**src/rtl/pci_param_arbiter.sv**
```systemverilog
// pci_param_arbiter: central PCI arbiter, fixed-priority or round-robin, with grant timeout.
// Optional bus parking on the last owner when PCI_ARB_PARK_EN is defined. Rev 1.0
`default_nettype none

module pci_param_arbiter #(
  parameter int NUM_MASTERS = 3,
  parameter int ARB_MODE    = 1,
  parameter int GNT_TIMEOUT = 16,
  parameter int ID_W        = 2
) (
  input  logic                   clk,
  input  logic                   RESET,
  input  logic [NUM_MASTERS-1:0] req_n,
  input  logic                   frame_n,
  input  logic                   irdy_n,
  output logic [NUM_MASTERS-1:0] gnt_n,
  output logic [ID_W-1:0]        gnt_id,
  output logic                   gnt_valid,
  output logic                   bus_busy,
  output logic                   timeout_pulse
);

`ifdef PCI_ARB_PARK_EN
  localparam logic c_PARK = 1'b1;
`else
  localparam logic c_PARK = 1'b0;
`endif

  typedef enum logic [1:0] {
    S_IDLE  = 2'd0,
    S_GRANT = 2'd1,
    S_BUSY  = 2'd2,
    S_TURN  = 2'd3
  } state_t;

  state_t                 r_state;
  state_t                 w_nxt_state;
  logic [NUM_MASTERS-1:0] r_gnt_n;
  logic [NUM_MASTERS-1:0] w_nxt_gnt_n;
  logic [ID_W-1:0]        r_gnt_id;
  logic [ID_W-1:0]        w_nxt_id;
  logic [ID_W-1:0]        r_rr_ptr;
  logic [ID_W-1:0]        w_nxt_rr;
  logic [7:0]             r_wait_cnt;
  logic [7:0]             w_nxt_cnt;
  logic                   r_gnt_valid;
  logic                   r_bus_busy;
  logic                   r_timeout;
  logic                   w_nxt_timeout;
  logic                   w_do_grant;

  logic [NUM_MASTERS-1:0] w_req;
  logic [NUM_MASTERS-1:0] w_owner_mask;
  logic                   w_any_req;
  logic                   w_owner_req;
  logic                   w_other_req;
  logic                   w_bus_idle;
  logic [ID_W-1:0]        w_win_id;

  function automatic logic [NUM_MASTERS-1:0] f_onehot(input logic [ID_W-1:0] id);
    logic [NUM_MASTERS-1:0] m;
    m = '0;
    for (int j = 0; j < NUM_MASTERS; j++) begin
      m[j] = (id == ID_W'(j));
    end
    return m;
  endfunction

  function automatic logic [ID_W-1:0] f_next_ptr(input logic [ID_W-1:0] k);
    if (k == ID_W'(NUM_MASTERS - 1)) begin
      return '0;
    end
    return k + ID_W'(1);
  endfunction

  assign w_req        = ~req_n;
  assign w_owner_mask = f_onehot(r_gnt_id);
  assign w_any_req    = |w_req;
  assign w_owner_req  = |(w_req & w_owner_mask);
  assign w_other_req  = |(w_req & ~w_owner_mask);
  assign w_bus_idle   = frame_n & irdy_n;

  // Walk candidates from lowest to highest priority so the last hit is the winner.
  always_comb begin : p_winner
    int v_idx;
    w_win_id = '0;
    v_idx    = 0;
    for (int i = NUM_MASTERS - 1; i >= 0; i--) begin
      v_idx = (ARB_MODE == 1) ? int'(r_rr_ptr) + i : i;
      if (v_idx >= NUM_MASTERS) begin
        v_idx = v_idx - NUM_MASTERS;
      end
      for (int j = 0; j < NUM_MASTERS; j++) begin
        if ((j == v_idx) && w_req[j]) begin
          w_win_id = ID_W'(j);
        end
      end
    end
  end

  always_comb begin : p_fsm
    w_nxt_state   = r_state;
    w_nxt_id      = r_gnt_id;
    w_nxt_rr      = r_rr_ptr;
    w_nxt_cnt     = r_wait_cnt;
    w_nxt_timeout = 1'b0;
    w_do_grant    = 1'b0;
    w_nxt_gnt_n   = '1;

    case (r_state)
      S_IDLE: begin
        w_nxt_cnt = '0;
        if (c_PARK) begin
          if (!frame_n) begin
            w_nxt_state = S_BUSY;
          end else if (w_any_req) begin
            if (w_win_id == r_gnt_id) begin
              w_do_grant = 1'b1;
            end else begin
              w_nxt_state = S_TURN;
            end
          end
        end else if (w_any_req) begin
          w_do_grant = 1'b1;
        end
      end

      S_TURN: begin
        w_nxt_cnt = '0;
        if (w_any_req) begin
          w_do_grant = 1'b1;
        end else begin
          w_nxt_state = S_IDLE;
        end
      end

      S_GRANT: begin
        if (!frame_n) begin
          w_nxt_state = S_BUSY;
        end else if (!w_owner_req) begin
          w_nxt_state = w_other_req ? S_TURN : S_IDLE;
        end else if (r_wait_cnt >= 8'(GNT_TIMEOUT)) begin
          w_nxt_state   = S_TURN;
          w_nxt_timeout = 1'b1;
        end else begin
          w_nxt_cnt = r_wait_cnt + 8'd1;
        end
      end

      S_BUSY: begin
        w_nxt_cnt = '0;
        if (w_bus_idle) begin
          // A lone owner request means the winner is the owner itself.
          if (w_owner_req && !w_other_req) begin
            w_do_grant = 1'b1;
          end else begin
            w_nxt_state = S_TURN;
          end
        end
      end

      default: begin
        w_nxt_state = S_IDLE;
        w_nxt_cnt   = '0;
      end
    endcase

    if (w_do_grant) begin
      w_nxt_state = S_GRANT;
      w_nxt_id    = w_win_id;
      w_nxt_rr    = f_next_ptr(w_win_id);
      w_nxt_cnt   = 8'd1;
    end

    if ((w_nxt_state == S_GRANT) || (w_nxt_state == S_BUSY) ||
        (c_PARK && (w_nxt_state == S_IDLE))) begin
      w_nxt_gnt_n = ~f_onehot(w_nxt_id);
    end
  end

  always_ff @(posedge clk or negedge RESET) begin
    if (!RESET) begin
      r_state     <= S_IDLE;
      r_gnt_n     <= '1;
      r_gnt_id    <= '0;
      r_rr_ptr    <= '0;
      r_wait_cnt  <= '0;
      r_gnt_valid <= 1'b0;
      r_bus_busy  <= 1'b0;
      r_timeout   <= 1'b0;
    end else begin
      r_state     <= w_nxt_state;
      r_gnt_n     <= w_nxt_gnt_n;
      r_gnt_id    <= w_nxt_id;
      r_rr_ptr    <= w_nxt_rr;
      r_wait_cnt  <= w_nxt_cnt;
      r_gnt_valid <= ~&w_nxt_gnt_n;
      r_bus_busy  <= (w_nxt_state == S_BUSY);
      r_timeout   <= w_nxt_timeout;
    end
  end

  assign gnt_n         = r_gnt_n;
  assign gnt_id        = r_gnt_id;
  assign gnt_valid     = r_gnt_valid;
  assign bus_busy      = r_bus_busy;
  assign timeout_pulse = r_timeout;

endmodule

`default_nettype wire

```
**config.mk**
```make
export PLATFORM = sky130hd
export DESIGN_NAME = pci_param_arbiter
export DESIGN_NICKNAME = d
export VERILOG_FILES = /design/src/rtl/pci_param_arbiter.sv
export SDC_FILE = /design/constraint.sdc
export NUM_CORES = 1
export LEC_CHECK = 0
export CORE_MARGIN = 10
export CORE_UTILIZATION = 56
export CTS_CLUSTER_SIZE = 14
export DETAILED_ROUTE_END_ITERATION = 8
export GPL_ROUTABILITY_DRIVEN = 0
export GPL_TIMING_DRIVEN = 0
export PLACE_DENSITY = 0.79
export SLEW_MARGIN = 20
export SYNTH_ARGS = -nofsm -noshare
export SYNTH_HDL_FRONTEND = slang
export SYNTH_SLANG_ARGS = --single-unit
export TNS_END_PERCENT = 10
```
**constraint.sdc**
```tcl
create_clock -name clk -period 2.56 [get_ports clk]
set_input_delay 0.512 -clock clk [delete_from_list [all_inputs] [get_ports clk]]
set_output_delay 0.512 -clock clk [all_outputs]
set_load 0.05 [all_outputs]
```
==> results.yml, run 1 <==
synth:
  yosysTopAreaCell: "dfrtp_1"
  async_flop_share_pct: 100
  ys_top_cells_by_area: "dfrtp_1 (30%), ha_1 (9.8%), dfstp_2 (5.6%)"
  ys_seq_area_share_pct: 35.9
  yosys_warnings: 0
  synth_top_area_share_pct: 30.2
  synthCells: 142
  synth_cell_types: 47
  synth_flop_cell: "dfrtp_1"
  synth_edf_count: 0
  postSynthAreaPerCell_um2: 9.90
  synth-seq-cells: 20
  synthesis.nets: 160
  netlist_area_mm2: 0.00141
clock_tree:
  numCtsBuffers: 3
  clock_path_buffers: 2
  cts.sinks: 20
  htreeDepth: 1
  path_clk_slew_ps: 120
  cts_tree: "built"
  ctsHoldBuffers: 0
  clockRootBuffer: "clkbuf_4"
  clk_latency_ps: 310
critical_path:
  crit_top_cell: "ha_1"
  crit_fanout: 7
  crit_start: "r_state[0]"
  critical_path_class: "reg -> reg"
  start_kind: "flip-flop"
  cpPeakStageDelay_ps: 460
  arrival_ps: 2640
  cp_cell_sequence: "inv_1 -> ha_1 -> and3_1 -> a41oi_1 -> a21o_2 -> buf_4 -> and4_1 -> ha_1 -> nor2_1 -> a32oi_2"
  cp-end-kind: "flip-flop"
  r2r-start: "r_state[0]"
  cp_slowest_cell: "dfrtp_2"
  cp.required_ps: 2800
grt:
  grt_antenna_before_repair: 0
  first_global_vias: 1155
  grt_max_degree: 21
  grt_pass1_wl_um: 5330
  grt_overflow: 0
  grt_usage_pct: 12.7
sta:
  finalSetupViolations: 0
  finalHoldViolations: 0
  slew_violations: 0
  fmax_mhz: 417
  rsz0062_at_grt: "false"
  finClkSkew_ps: 4.15
  worstMarginPinSlew_ps: 880
  fin_crit_sh_pct: 93.7
  maxSlewHeadroom_pct: 41.1
  fin_setup_tns_ps: 0
  finalCriticalPeriod_ps: 2400
cells_and_area:
  finalInstanceArea_mm2: 0.00163
  final_nets: 178
  n_antenna_cell: 0
  fin_cells: 189
  drive_above_1_share_pct: 17.6
  area_growth_syn_to_layout_pct: 15.9
placed_design:
  portBuffers: 12
  dp_cells: 184
  dp_hpwl_um: 2250
  dpl_cell_area_mm2: 0.00156
floorplan:
  die_h_um: 70.1
  initial_core_util_pct: 57.8
  die_area_mm2: 0.00492
  rows: 18
  core_mm2: 0.00243
  die_x_um: 70.1
  ios: 15
drt:
  vias_per_cell: 6.14
  dr.pass1.iters: 4
  drc: 0
  dr.first_iter.drc_count: 43
  final_antenna_net_count: 0
  totalWireLength_um: 3100
  via_count: 1161
  wl_per_cell_um: 16.4
power_and_ir_drop:
  peakVddDrop_v: 0.000852
  totalPowerFinal_mw: 2.01
  p_leak_nw: 0.725
  p_per_area_mw_per_mm2: 1240
hold_path:
  min_from: "r_rr_ptr[1]"
  hold_class: "reg -> reg"
run:
  maxCapViolCount: 0
run_status:
  status: "finished, final reports clean"
## placed cells by master (no fill, tap or decap), drive strengths merged, types with 2 or more instances in the layout
cell type / instances
and3: 3
ha: 11
nand3: 11
o21ai: 7
mux2: 2
dlymetal6s2s: 2
a31oi: 5
buf: 6
a41oi: 2
a21oi: 4
nor3b: 5
dfstp: 3
nand4: 4
nand3b: 2
clkdlybuf4s50: 10
o31ai: 2
nand2: 9
clkbuf: 4
o211ai: 4
nor2: 8
a21boi: 2
a21o: 5
nand2b: 2
inv: 12
o311ai: 2
dfrtp: 17
## synth_stat cells, types with 2 or more instances
cell and count:
dfrtp_1 17, buf_2 2, o211ai_1 4, o21ai_1 2, a41oi_1 2, nor2_1 8
nand2b_1 2, o311ai_2 2, ha_1 11, nand4_1 4, inv_1 12, a21boi_0 2
and3_1 3, a21oi_1 4, buf_6 2, a31oi_1 5, nand2_1 9, nand3_1 10
dfstp_2 3, o21ai_0 5, nand3b_1 2, nor3b_1 3, a21o_1 4
## per-stage QoR
stage / setup slack (ps) / util [%] / hold WS (ps)
detailed placement: -418 / 64.3 / 502
floorplan: 121 / - / 216
global route: 4.60 / 67.0 / 559
finish: 161 / 67.0 / 528
CTS: 36.4 / 66.8 / 530
global placement: -362 / 64.3 / 500
## layout make-up
cell class                 instances  area (um^2)
clock buffer                       3         22.5
fill                             190          802
inverter                          12         45.0
sequential                        20          505
multi-input combinational        104          813
timing repair buffer              13          133
buffer                             6         43.8
clock inverter                     1         30.0
tap                               30         37.5
## cell families after synthesis
| group | synth area share [%] |
|---|---|
| compound gates | 22.6 |
| fa+ha+maj | 9.79 |
| buf+inv | 6.32 |
| flops | 35.9 |
| mux | 1.87 |
| simple gates | 23.6 |
## worst max-delay path: cells and delay by family, from the launching register on
family / cells / cell delay, ps
flops: 1 / 460
compound gates: 3 / 600
buf+inv: 2 / 270
simple gates: 3 / 460
fa+ha+maj: 2 / 520
## state kept, by name, summed over array words and instances, names as in the netlist
register and count:
r_state 2, r_wait_cnt 8, gnt_valid 1, timeout_pulse 1
gnt_id 2, r_rr_ptr 2, bus_busy 1, gnt_n 3
## what timing repair did
action,CTS,global route
buffers inserted,1,0
pin swaps,1,0
setup endpoints to repair,4,4
resized for setup,0,4
## final timing paths
check	to	slack, ps	cells after the start
setup / recovery	gnt_n[1]	160	10
hold / removal	r_rr_ptr[1]	530	1
setup reg to reg	gnt_n[1]	160	10
hold reg to reg	r_rr_ptr[1]	530	1
max in group asynchronous	r_state[0]	1290	1
min in group asynchronous	bus_busy	680	1
## per-layer routing
metal	vias to the layer above	part of all wire [%]	track usage, %
li1	556	-	-
met1	580	42	14.1
met2	20	53	22.9
met3	5	4.6	3.67
met4	0	1.0	3.51
met5	-	0	0
## power breakdown
group          internal (mW)  leakage (nW)  switching, mW
sequential             0.427         0.254         0.0916
clock                  0.158        0.0279          0.106
combinational          0.499         0.442          0.733
Note: power is estimated with default switching activity, not from simulation.
==> run 2, diff against run 1 <==
--- a/config.mk
+++ b/config.mk
@@ -5,7 +5,7 @@
 export SDC_FILE = /design/constraint.sdc
 export NUM_CORES = 1
 export LEC_CHECK = 0
-export CORE_MARGIN = 10
+export CORE_MARGIN = 5
 export CORE_UTILIZATION = 56
 export CTS_CLUSTER_SIZE = 14
 export DETAILED_ROUTE_END_ITERATION = 8
==> results.yml, run 2 (synthesis gave the netlist of run 1 again) <==
critical_path:
  r2r_slack_ps: 180
  cp_cell_sequence: "inv_1 -> ha_1 -> and3_1 -> a41oi_1 -> a21o_2 -> buf_4 -> and4_1 -> ha_1 -> nor2_1 -> a32oi_2"
  reg2reg_to: "gnt_n[1]"
  arrival_ps: 2620
  crit_buf_inv: 2
  cpPeakStageDelay_ps: 460
  critical_path_class: "reg -> reg"
  crit_top_cell: "ha_1"
  path_depth: 10
  crit_fanout: 5
  cp_slowest_cell: "dfrtp_2"
  cp_top_family: "compound AO/OA/AOI/OAI gates"
  start_kind: "flip-flop"
  reg2regPathDepth: 10
  r2r-start: "r_state[0]"
  cp-end-kind: "flip-flop"
  cp.required_ps: 2800
drt:
  final_antenna_net_count: 0
  dr.pass1.iters: 4
  totalWireLength_um: 3000
  dr.first_iter.drc_count: 40
  drc: 0
  vias_per_cell: 6.09
  wl_per_cell_um: 15.8
  via_count: 1158
clock_tree:
  clock_path_buffers: 2
  path_clk_slew_ps: 110
  clockRootBuffer: "clkbuf_4"
  cts_tree: "built"
  htreeDepth: 1
  ctsHoldBuffers: 0
  numCtsBuffers: 3
  clk_latency_ps: 310
  cts.sinks: 20
sta:
  worstMarginPinSlew_ps: 875
  finClkSkew_ps: 3.43
  finalHoldViolations: 0
  slew_violations: 0
  rsz0062_at_grt: "false"
  fin_crit_sh_pct: 93.0
  whs_ps: 522
  finalCriticalPeriod_ps: 2380
  maxSlewHeadroom_pct: 41.5
  fmax_mhz: 420
  finalSetupViolations: 0
cells_and_area:
  final_common_cell: "dfrtp_1"
  n_antenna_cell: 0
  multi_input_area_um2: 813
  drive_above_1_share_pct: 18.1
  final_nets: 179
  final_util_pct: 67.3
  area_growth_syn_to_layout_pct: 16.5
  layout_common_cells: "dfrtp_1 (16), inv_1 (12), ha_1 (11), nand3_1 (10), clkdlybuf4s50_1 (10)"
  largest_reg_flops: 8
  regMostFlops: "r_wait_cnt"
  seqCellArea_um2: 505
  fillCellCount: 194
floorplan:
  die_x_um: 60.1
  core_mm2: 0.00243
  initial_core_util_pct: 57.8
  die_area_mm2: 0.00361
  rows: 18
  ios: 15
  die_h_um: 60.1
hold_path:
  holdPathStages: 1
  hold_class: "reg -> reg"
  min_to: "r_rr_ptr[1]"
  min_from: "r_rr_ptr[1]"
grt:
  grt_overflow: 0
  grt_usage_pct: 19.1
  grt_max_degree: 21
  first_global_vias: 1161
  grt_antenna_before_repair: 0
  grt_pass1_wl_um: 5250
placed_design:
  dp_hpwl_um: 2210
  portBuffers: 12
run:
  maxCapViolCount: 0
run_status:
  status: "finished, final reports clean"
power_and_ir_drop:
  p_leak_nw: 0.729
  peakVddDrop_v: 0.000866
  p_per_area_mw_per_mm2: 1230
[run 2: cell types whose count changed in the layout (fill, tap and decap cells not counted), sizes merged]
cell	before	now
buf	6	7
[run 2: worst max-delay path by stage]
stage               start  endpoint  slack (ps)
6_report       r_state[0]  gnt_n[1]         180
5_1_grt        r_state[0]  gnt_n[1]          50
4_1_cts           frame_n  gnt_n[1]          40
3_5_place_dp      frame_n  gnt_n[1]        -410
3_3_place_gp      frame_n  gnt_n[1]        -360
2_1_floorplan   gnt_id[1]  gnt_n[1]         120
[run 2: area by class of cell]
class / count / share of cell area [%]
multi-input combinational: 104 / 49.7
sequential: 20 / 30.9
timing repair buffer: 14 / 8.56
inverter: 12 / 2.75
buffer: 6 / 2.67
tap: 30 / 2.29
clock inverter: 1 / 1.83
clock buffer: 3 / 1.38
[run 2: through the flow]
stage	setup WS, ps	area [um^2]	instances	total power [mW]	TNS, ps
floorplan	121	1410	142	1.43	0
global placement	-362	1560	184	1.67	-1170
detailed placement	-407	1560	184	1.73	-1360
CTS	44.8	1630	190	2.02	0
global route	50.6	1640	190	2.16	0
finish	179	1640	190	2.02	0
[run 2: routing by layer]
layer / vias up / share of wire (%) / track usage, %
met5: - / 0 / 0
met4: 0 / 0.43 / 3.48
met3: 2 / 3.8 / 4.75
met2: 19 / 52 / 33.5
met1: 583 / 44 / 23.8
li1: 554 / - / -
[run 2: timing repair]
action,in CTS,in global routing
buffers inserted,2,0
pin swaps,1,0
resized for setup,0,4
endpoints found under the setup margin,1,4
[run 2: worst register-to-register path, cell delays in order, from the launching register on]
cell,delay (ps)
dfrtp_2,460
inv_1,120
ha_1,170
and3_1,210
a41oi_1,150
a21o_2,240
buf_4,150
and4_1,170
ha_1,350
nor2_1,70
a32oi_2,220
[run 2: where the power goes]
group          internal, mW  total [mW]  switching [mW]
Sequential            0.427       0.515          0.0879
Combinational         0.514        1.25           0.731
Clock                 0.158       0.258          0.0997
Total                  1.10        2.02           0.919
==> run 3, diff against run 2 <==
--- a/config.mk
+++ b/config.mk
@@ -5,13 +5,13 @@
 export SDC_FILE = /design/constraint.sdc
 export NUM_CORES = 1
 export LEC_CHECK = 0
-export CORE_MARGIN = 5
 export CORE_UTILIZATION = 56
 export CTS_CLUSTER_SIZE = 14
 export DETAILED_ROUTE_END_ITERATION = 8
-export GPL_ROUTABILITY_DRIVEN = 0
+export GPL_ROUTABILITY_DRIVEN = 1
 export GPL_TIMING_DRIVEN = 0
 export PLACE_DENSITY = 0.79
+export SKIP_CTS_REPAIR_TIMING = 1
 export SLEW_MARGIN = 20
 export SYNTH_ARGS = -nofsm -noshare
 export SYNTH_HDL_FRONTEND = slang
==> results.yml, run 3 (synthesis gave the netlist of run 1 again) <==
cells_and_area:
  largest_reg_flops: 8
  n_antenna_cell: 0
  final_common_cell: "dfrtp_1"
  area_growth_syn_to_layout_pct: 15.8
  finalInstanceArea_mm2: 0.00163
  drive_above_1_share_pct: 17.5
  final_nets: 179
  layout_common_cells: "dfrtp_1 (17), inv_1 (12), clkdlybuf4s50_1 (12), ha_1 (11), nand3_1 (10)"
  fillCellCount: 185
  regMostFlops: "r_wait_cnt"
grt:
  first_global_vias: 1150
  grt_max_degree: 21
  grt_overflow: 0
  grt_pass1_wl_um: 5060
  grt_usage_pct: 25.4
  grt_antenna_before_repair: 0
power_and_ir_drop:
  switchingPower_mw: 0.908
  switching_share_pct: 45.4
  p_per_area_mw_per_mm2: 1230
  internal_power_mw: 1.09
  combPwrFrac_pct: 61.2
  p_seq_share_pct: 25.7
  peakVddDrop_v: 0.000899
  p_leak_nw: 0.712
  clock_power_share_pct: 13.1
critical_path:
  r2r-start: "r_state[0]"
  reg2reg_to: "gnt_n[1]"
  cpPeakStageDelay_ps: 650
  critical_path_class: "in -> reg"
  arrival_ps: 2720
  cp.required_ps: 2800
  r2r_slack_ps: 180
  start_kind: "input port"
  cp_top_family: "buffers and inverters"
  cp-end-kind: "flip-flop"
  reg2regPathDepth: 10
  cp_cell_sequence: "clkdlybuf4s50_1 -> and3_1 -> a41oi_1 -> a21o_2 -> buf_6 -> a21boi_1 -> ha_1 -> nor2_1 -> a32oi_2"
  cp_slowest_cell: "clkdlybuf4s50_1"
  crit_buf_inv: 2
  crit_start: "frame_n"
  crit_fanout: 10
sta:
  finalSetupViolations: 0
  fmax_mhz: 403
  finClkSkew_ps: 4.23
  finalCriticalPeriod_ps: 2480
  whs_ps: 540
  fin_setup_tns_ps: 0
  worstMarginPinSlew_ps: 868
  finalHoldViolations: 0
  fin_crit_sh_pct: 96.9
  maxSlewHeadroom_pct: 42.0
  slew_violations: 0
  fin_ws_ps: 78.6
drt:
  final_antenna_net_count: 0
  via_count: 1128
  wl_per_cell_um: 15.0
  dr.first_iter.drc_count: 31
  drc: 0
  vias_per_cell: 6.00
  dr.pass1.iters: 4
  totalWireLength_um: 2820
clock_tree:
  cts.sinks: 20
  clockRootBuffer: "clkbuf_4"
  cts_tree: "built"
  clk_latency_ps: 310
  path_clk_slew_ps: 120
  numCtsBuffers: 3
  htreeDepth: 1
  clock_path_buffers: 2
placed_design:
  place_ws_ps: -399
  dp_hpwl_um: 2030
  gp_congestion: 0.813
  dpl_cell_area_mm2: 0.00156
  portBuffers: 12
floorplan:
  die_x_um: 52.1
  core_mm2: 0.00230
  die_h_um: 52.1
  ios: 15
  die_area_mm2: 0.00272
  initial_core_util_pct: 61.2
  rows: 17
hold_path:
  hold_class: "reg -> reg"
  min_to: "r_rr_ptr[0]"
  holdPathStages: 1
  min_from: "r_rr_ptr[0]"
run:
  maxCapViolCount: 0
run_status:
  status: "finished, final reports clean"
-- run 3: per-stage QoR --
stage / power (mW) / cells / utilization [%]
finish: 2.00 / 188 / 70.9
detailed placement: 1.71 / 182 / 68.0
CTS: 1.97 / 186 / 70.3
floorplan: 1.43 / 142 / -
global route: 2.16 / 188 / 70.9
global placement: 1.67 / 182 / 68.0
-- run 3: worst max-delay path by stage --
| stage | end | slack, ps | depth (start not counted) |
|---|---|---|---|
| floorplan | gnt_n[1] | 120 | 8 |
| global placement | gnt_n[1] | -360 | 9 |
| detailed placement | gnt_n[1] | -400 | 9 |
| CTS | gnt_n[1] | -50 | 9 |
| global route | gnt_n[1] | -6 | 10 |
| finish | gnt_n[1] | 80 | 9 |
-- run 3: layer usage --
| layer | global-route usage [%] | share of wire, % | vias to the layer above |
|---|---|---|---|
| met1 | 31.2 | 47 | 560 |
| li1 | - | - | 552 |
| met5 | 0 | 0 | - |
| met2 | 44.7 | 50 | 12 |
| met3 | 6.14 | 2.6 | 4 |
| met4 | 5.41 | 0.82 | 0 |
-- run 3: power by group through the flow --
stage	Sequential, mW	Combinational, mW	Clock [mW]
3_3_place_gp	0.513	1.16	0
2_1_floorplan	0.649	0.781	0
4_1_cts	0.514	1.19	0.266
5_1_grt	0.528	1.35	0.280
3_5_place_dp	0.519	1.19	0
6_report	0.515	1.23	0.262
-- run 3: cell type report --
cell class	instances	area [um^2]	area share [%]
multi-input cells	104	813	49.9
plain buffers	6	43.8	2.69
well taps	28	35.0	2.15
flip-flops and latches	20	504	31.0
inverters	12	45.0	2.76
repair buffers	14	135	8.29
clock inverters	1	30.0	1.84
clock buffers	3	22.5	1.38
